## src/rtl/collision_monitor.sv

```systemverilog
// Bump-sensor collision monitor: per-channel debounce feeding a DRIVE/COLLIDE/RECOVER
// state machine that gates the motors and logs which channels caused each stop.
module collision_monitor #(
    parameter int N_SENS      = 2,
    parameter int ASSERT_CYC  = 50000,
    parameter int RELEASE_CYC = 50000,
    parameter int HOLD_CYC    = 50000,
    parameter int CNT_W       = 26,
    parameter int COUNT_W     = 16
) (
    input  logic               clk,
    input  logic               rst_n,
    input  logic [N_SENS-1:0]  sens,
    input  logic [N_SENS-1:0]  en_mask,
    input  logic               clr_count,
    output logic               drive,
    output logic [2:0]         state_led,
    output logic [N_SENS-1:0]  deb,
    output logic [N_SENS-1:0]  col_ch,
    output logic [COUNT_W-1:0] col_count
);

    // One-hot encoding lets the state register itself serve as the registered LED output.
    typedef enum logic [2:0] {
        S_DRIVE   = 3'b001,
        S_COLLIDE = 3'b010,
        S_RECOVER = 3'b100
    } state_t;

    localparam logic [CNT_W-1:0] ASR_LAST  = CNT_W'(ASSERT_CYC - 1);
    localparam logic [CNT_W-1:0] REL_LAST  = CNT_W'(RELEASE_CYC - 1);
    localparam logic [CNT_W-1:0] HOLD_LAST = CNT_W'(HOLD_CYC - 1);

    state_t                state, state_nxt;
    logic [CNT_W-1:0]      hold_cnt;
    logic [CNT_W-1:0]      deb_cnt [N_SENS];
    logic [N_SENS-1:0]     raw;
    logic [N_SENS-1:0]     hit_vec;
    logic                  hit;
    logic                  entry;

    assign raw     = ~sens;
    assign hit_vec = deb & en_mask;
    assign hit     = |hit_vec;
    assign entry   = (state == S_DRIVE) && hit;

    // NOTE: these per-channel counters are ordinary flops, not a RAM, so every entry
    // is reset; all sequential state uses non-blocking assignments to avoid races.
    always_ff @(posedge clk or negedge rst_n) begin
        if (!rst_n) begin
            for (int i = 0; i < N_SENS; i++) deb_cnt[i] <= '0;
            deb <= '0;
        end else begin
            for (int i = 0; i < N_SENS; i++) begin
                if (raw[i] != deb[i]) begin
                    if (deb_cnt[i] == (deb[i] ? REL_LAST : ASR_LAST)) begin
                        deb[i]     <= ~deb[i];
                        deb_cnt[i] <= '0;
                    end else begin
                        deb_cnt[i] <= deb_cnt[i] + CNT_W'(1);
                    end
                end else begin
                    deb_cnt[i] <= '0;
                end
            end
        end
    end

    always_ff @(posedge clk or negedge rst_n) begin
        if (!rst_n) state <= S_RECOVER;
        else        state <= state_nxt;
    end

    // NOTE: default assignment first so no path through the case infers a latch.
    always_comb begin
        state_nxt = state;
        case (state)
            S_DRIVE:   if (hit) state_nxt = S_COLLIDE;
            S_COLLIDE: if (!hit) state_nxt = S_RECOVER;
            S_RECOVER: begin
                if (hit)                       state_nxt = S_COLLIDE;
                else if (hold_cnt == HOLD_LAST) state_nxt = S_DRIVE;
            end
            default:   state_nxt = S_RECOVER;
        endcase
    end

    always_comb begin
        drive     = (state == S_DRIVE);
        state_led = state;
    end

    // Hold timer only advances across uninterrupted clear cycles in RECOVER.
    always_ff @(posedge clk or negedge rst_n) begin
        if (!rst_n)
            hold_cnt <= '0;
        else if (state == S_RECOVER && !hit && hold_cnt != HOLD_LAST)
            hold_cnt <= hold_cnt + CNT_W'(1);
        else
            hold_cnt <= '0;
    end

    // Outside DRIVE entry hit_vec is zero whenever hit is low, so OR-ing is a hold.
    always_ff @(posedge clk or negedge rst_n) begin
        if (!rst_n) begin
            col_ch    <= '0;
            col_count <= '0;
        end else begin
            col_ch <= entry ? hit_vec : (col_ch | hit_vec);
            if (clr_count)
                col_count <= entry ? COUNT_W'(1) : '0;
            else if (entry && col_count != '1)
                col_count <= col_count + COUNT_W'(1);
        end
    end

endmodule
```

## config.mk

```make
export PLATFORM = sky130hd
export DESIGN_NAME = collision_monitor
export DESIGN_NICKNAME = d
export VERILOG_FILES = /design/src/rtl/collision_monitor.sv
export SDC_FILE = /design/constraint.sdc
export NUM_CORES = 1
export LEC_CHECK = 0
export CAP_MARGIN = 40
export CORE_MARGIN = 5
export CORE_UTILIZATION = 25
export CTS_CLUSTER_DIAMETER = 60
export CTS_CLUSTER_SIZE = 25
export DETAILED_ROUTE_END_ITERATION = 6
export SYNTH_ARGS = -nofsm -noshare
export SYNTH_HDL_FRONTEND = slang
export SYNTH_SLANG_ARGS = --single-unit
```

## constraint.sdc

```tcl
create_clock -name clk -period 2.1 [get_ports clk]
set_input_delay 0.525 -clock clk [delete_from_list [all_inputs] [get_ports clk]]
set_output_delay 0.525 -clock clk [all_outputs]
set_load 0.01 [all_outputs]
```

# After elaboration in Yosys (flattened, before gate mapping)
# Index checks and enable logic that the tools add are counted.
# totals
ff_bits	101
inputBits	7
output_inout_bits	24
# op_classes
addsub	4
n_eq_ne	13
muxes	14
n_bitwise	5
reduce_logical	10
# ops
cell	n
26-bit 2-to-1 mux	5
26-bit by 1-bit adder with 26-bit output, second input constant	3
26-bit by 16-bit == test with 1-bit output, second input constant	3
16-bit 2-to-1 mux	2
26-bit by 16-bit inequality test with 1-bit output, second input constant	1
16-bit by 1-bit adder with 16-bit output, second input constant	1
16-bit inequality test, second input constant	1
3-bit 2-to-1 mux	4
3-bit one-hot mux with 3 select lines	1
1-bit logical AND	4
2-bit AND reduction	2
3-bit by 1-bit == test with 1-bit output, second input constant	1
3-bit by 2-bit == test with 1-bit output, second input constant	1
3-bit == test, second input constant	1
3-bit inequality test, second input constant	1
3-bit AND reduction	1
2-bit bitwise AND	1
2-bit 2-to-1 mux	1
1-bit inequality test	2
2-bit by 1-bit inequality test with 1-bit output, second input constant	1
2-bit inequality test, second input constant	1
1-bit inverter	2
2-bit inverter	1
2-bit bitwise OR	1
4 further kinds	4

# Longest topological paths before layout
# logic_depth
word_depth	6
mapped_depth	8

# Least setup slack after synthesis
# No wires, ideal clock.
# synth_path
path_type	flip-flop to flip-flop
start	reg hold_cnt[0]
end	reg hold_cnt[17]
setup_ns	0.071
t_arrival_ns	1.746
setup_slack_ns	0.283
path_stages_with_launch	9
path_buffers	2
path_cell_list	dfrtp_1 > ha_1 > and3_1 > nand3_1 > nor4_1 > or4_1 > buf_2 > buf_4 > nor2_1
# synth_between
elab_chain_len	3
elab_cells_between_ends	4
classes_between	add/sub: 1; eq/ne: 1; mux: 1; reduce/logical: 1
# synth_lines
item	line	source
start, declared	35	logic [CNT_W-1:0] hold_cnt;
start signal, assigned	98	hold_cnt <= hold_cnt + CNT_W'(1);
parallel branches: the longest is 2 deep, another holds 26-bit by 1-bit adder with 26-bit output	--	
26-bit 2-to-1 mux *	97	else if (state == S_RECOVER && !hit && hold_cnt != HOLD_LAST)
# Every way passes the cells marked *.
# A chain may end at the register's enable or synchronous reset.

# Worst setup path after layout
# layout_path
start	in en_mask[1]
end	reg col_count[9]
# layout_between
elab_chain_len	5
# layout_lines
item	line	source
start, declared	14	input logic [N_SENS-1:0] en_mask,
2-bit bitwise AND	43	assign hit_vec = deb & en_mask;
2-bit OR reduction	44	assign hit = |hit_vec;
1-bit logical AND	45	assign entry = (state == S_DRIVE) && hit;
1-bit logical AND	112	else if (entry && col_count != '1)
2-bit nonzero test (no source line)	--	
end signal, assigned	111	col_count <= entry ? COUNT_W'(1) : '0;
end signal, assigned	113	col_count <= col_count + COUNT_W'(1);
end, declared	20	output logic [COUNT_W-1:0] col_count
# Every way passes these cells.

==> summary.md <==
| Metric | Value |
|---|---|
| Ys async rst share | 100% |
| Largest cells by area after synthesis | dfrtp_1 49%, nor2_1 8.3%, xnor2_1 7.8% |
| Crit path time final | 2010 ps |
| Initial antenna violation count | 0 |
| Buf/Inv on CP | 1 |
| Crit path kind | in2reg |
| GRT met1 Usage | 13.0% |
| Leak | 2.51 nW |
| Most common cell after layout, fill and taps aside | nor2_1 |
| Syn Nets | 530 |
| Max Clock Skew | 8.71 ps |
| Largest net degree at the start of global routing | 35 |
| Post-synthesis area per instance | 9.80 sq um |
| Cell area after layout | 6200 sq um |
| Max-Cap Viols | 0 |
| Core area | 20,100 sq um |
| PortBufs | 30 |
| Die height | 153 um |
| Antenna cells | 0 |
| Vias in the first global route | 3,624 |
| Core Rows | 52 |
| Dpl cells | 834 |
| CTS Buf Count | 9 |
| Setup violators final | 0 |
| Longest Clk Path Bufs | 2 |
| GRT Total Usage | 9.59% |
| Grt met2 use | 15.1% |
| Period utilisation layout | 95.8% |
| Placer Congestion | 0.758 |
| Most frequent cells in the layout | 113 x nor2_1, 100 x dfrtp_1, 45 x xnor2_1 |
| DIE AREA | 23,300 sq um |
| DPL Wire Length | 7710 um |
| Worst-path clk slew | 70 ps |
| Startpoint types | input pin |
| 1st-pass router iterations | 4 |
| Family with the most delay on the worst path | simple AND/OR/NAND/NOR gates |
| Layout cells sized above 1 | 10.4% |
| Share of the yosys chip area belonging to registers | 49.7% |
| Initial Util | 25.3% |
| Total grt overflow | 0 |
| 1st-iter DRT viols | 168 |
| Cell variety after synth | 45 |
| Top cell type's share of synthesized area | 49.2% |
| Met3 Usage GRT | 3.04% |
| CTS tree | yes |
| First-pass GRT wire length | 18,600 um |
| Crit path max fanout | 8 |
| Synth Flop Type | dfrtp_1 |
| Hold Crit Class | in2async |
| CP required | 2340 ps |
| Status | finished clean |
| Place WS | -223 ps |
| Busiest grt layer | met2 |
| Critical Path AT | 2250 ps |
| Worst-path cell chain | clkdlybuf4s50_1, a22o_1, nand2_1, nor4_1, xnor2_1, nor2_1 |
| RSZ-0062 raised after global routing | false |
| Clk_lat worst skew | 350 ps |
| Fin nets | 586 |
| Slew HR | 65.2% |
| H-tree levels | 3 |
| Vias/cell | 4.44 |
| Number of synthesized flops with an enable pin | 0 |
| Area grow syn2layout | 22.0% |
| Synth area leader | dfrtp_1 |
| Post-route setup slack | 87.9 ps |
| Routed Antenna Nets | 0 |
| VDD IR max | 0.346 mV |
| Flops & latches, synth | 101 |
| Final non-filler cell total | 849 |
| Hold Vio Cnt, Final | 0 |
| Worst path max stage delay | 490 ps |
| Io pins | 31 |
| Post-placement cell area | 5890 sq um |
| Final WL | 10,900 um |
| Pwr Density | 664 nW/um^2 |
| Mapped cell area | 5080 sq um |
| Max-slew violation count | 0 |
| Die X | 153 um |
| Syn Inst Count | 519 |
| Via count | 3,766 |
| Post-CTS Setup Bufs | 0 |
| Clock root cell | clkbuf_16 |
| Yosys warning total | 0 |
| WL/cell | 12.8 um |
| Fmax | 497 MHz |
| Post-layout util | 30.9% |
| Slowest CP cell | clkdlybuf4s50_1 |
| Type of destination of the critical path | register |
| Clock sinks | 101 |
| Worst-margin pin slew | 517 ps |
| Drt drc | 0 |
[stage by stage]
stage          hold slack, ps  total power [W]  TNS, ps
5_1_grt                  96.7          0.00431        0
2_1_floorplan             229          0.00223        0
3_3_place_gp              455          0.00240    -4530
6_report                 80.9          0.00412        0
3_5_place_dp              462          0.00240    -5980
4_1_cts                  83.5          0.00420        0
[final cells by class]
class,count,area (sq um)
Fill cell,2043,13900
Sequential cell,101,2530
Multi-Input combinational cell,390,2400
Timing Repair Buffer,59,567
Tap cell,270,338
Clock buffer,9,225
Clock inverter,6,86.3
Inverter,14,52.6
[kinds of logic (layout without fill, tap and decap cells)]
group | count (synthesis) | in the layout | share of synthesized area (%)
AOI/OAI and AO/OA | 15 | 15 | 2.22
adders and majority gates | 4 | 4 | 0.985
muxes | 3 | 3 | 0.591
and+or+nand+nor | 282 | 282 | 28.6
DFF | 101 | 101 | 49.7
xor gates and xnor gates | 86 | 86 | 14.8
buffers and inverters | 28 | 88 | 3.03
[cell usage after synthesis, types with 12 or more instances]
library cell	number
and3_1	13
and4_1	12
dfrtp_1	100
inv_1	14
nand2_1	28
nand3_1	31
nand4_1	25
nor2_1	113
nor3_1	12
nor4_1	15
xnor2_1	45
xor2_1	41
[where the power goes]
group	internal (W)	switching [W]
combinational	0.000149	0.000175
sequential	0.00198	0.0000427
clock	0.00104	0.000731
total	0.00317	0.000949
[state kept, by name, summed over array words and instances, names as in the netlist]
register,flops
hold_cnt,26
state_led,3
deb_cnt,52
col_ch,2
col_count,16
deb,2
[per-layer routing]
metal,vias up,share of wire (%)
li1,1887,-
met1,1827,48
met2,46,47
met3,6,3.8
met4,0,0.78
met5,-,0
[repair_timing]
action / 4_1_cts / 5_1_grt
pin swaps: 0 / 0
gates resized for setup: 1 / 2
hold endpoints to repair: 0 / 0
endpoints found under the setup margin: 1 / 7
hold buffers: 0 / 0
[path summary, 6_finish.rpt]
path                       slack, ps        start  depth (start not counted)      endpoint
min                               80        rst_n                          1   deb_cnt[19]
max                               90   en_mask[1]                          6  col_count[9]
max in group asynchronous       1430        rst_n                          2  col_count[1]
min in group clk                 470  deb_cnt[26]                          1   deb_cnt[26]
min reg2reg                      470  deb_cnt[26]                          1   deb_cnt[26]
max reg2reg                      140  deb_cnt[20]                          6    deb_cnt[9]
[worst reg2reg max path: stages (launching register included)]
cell,delay [ps]
dfrtp_1,420
or4_1,560
nor3_1,200
and4_1,270
or2_1,160
buf_12,170
nor2_1,80
(Power assumes the default switching activity.)
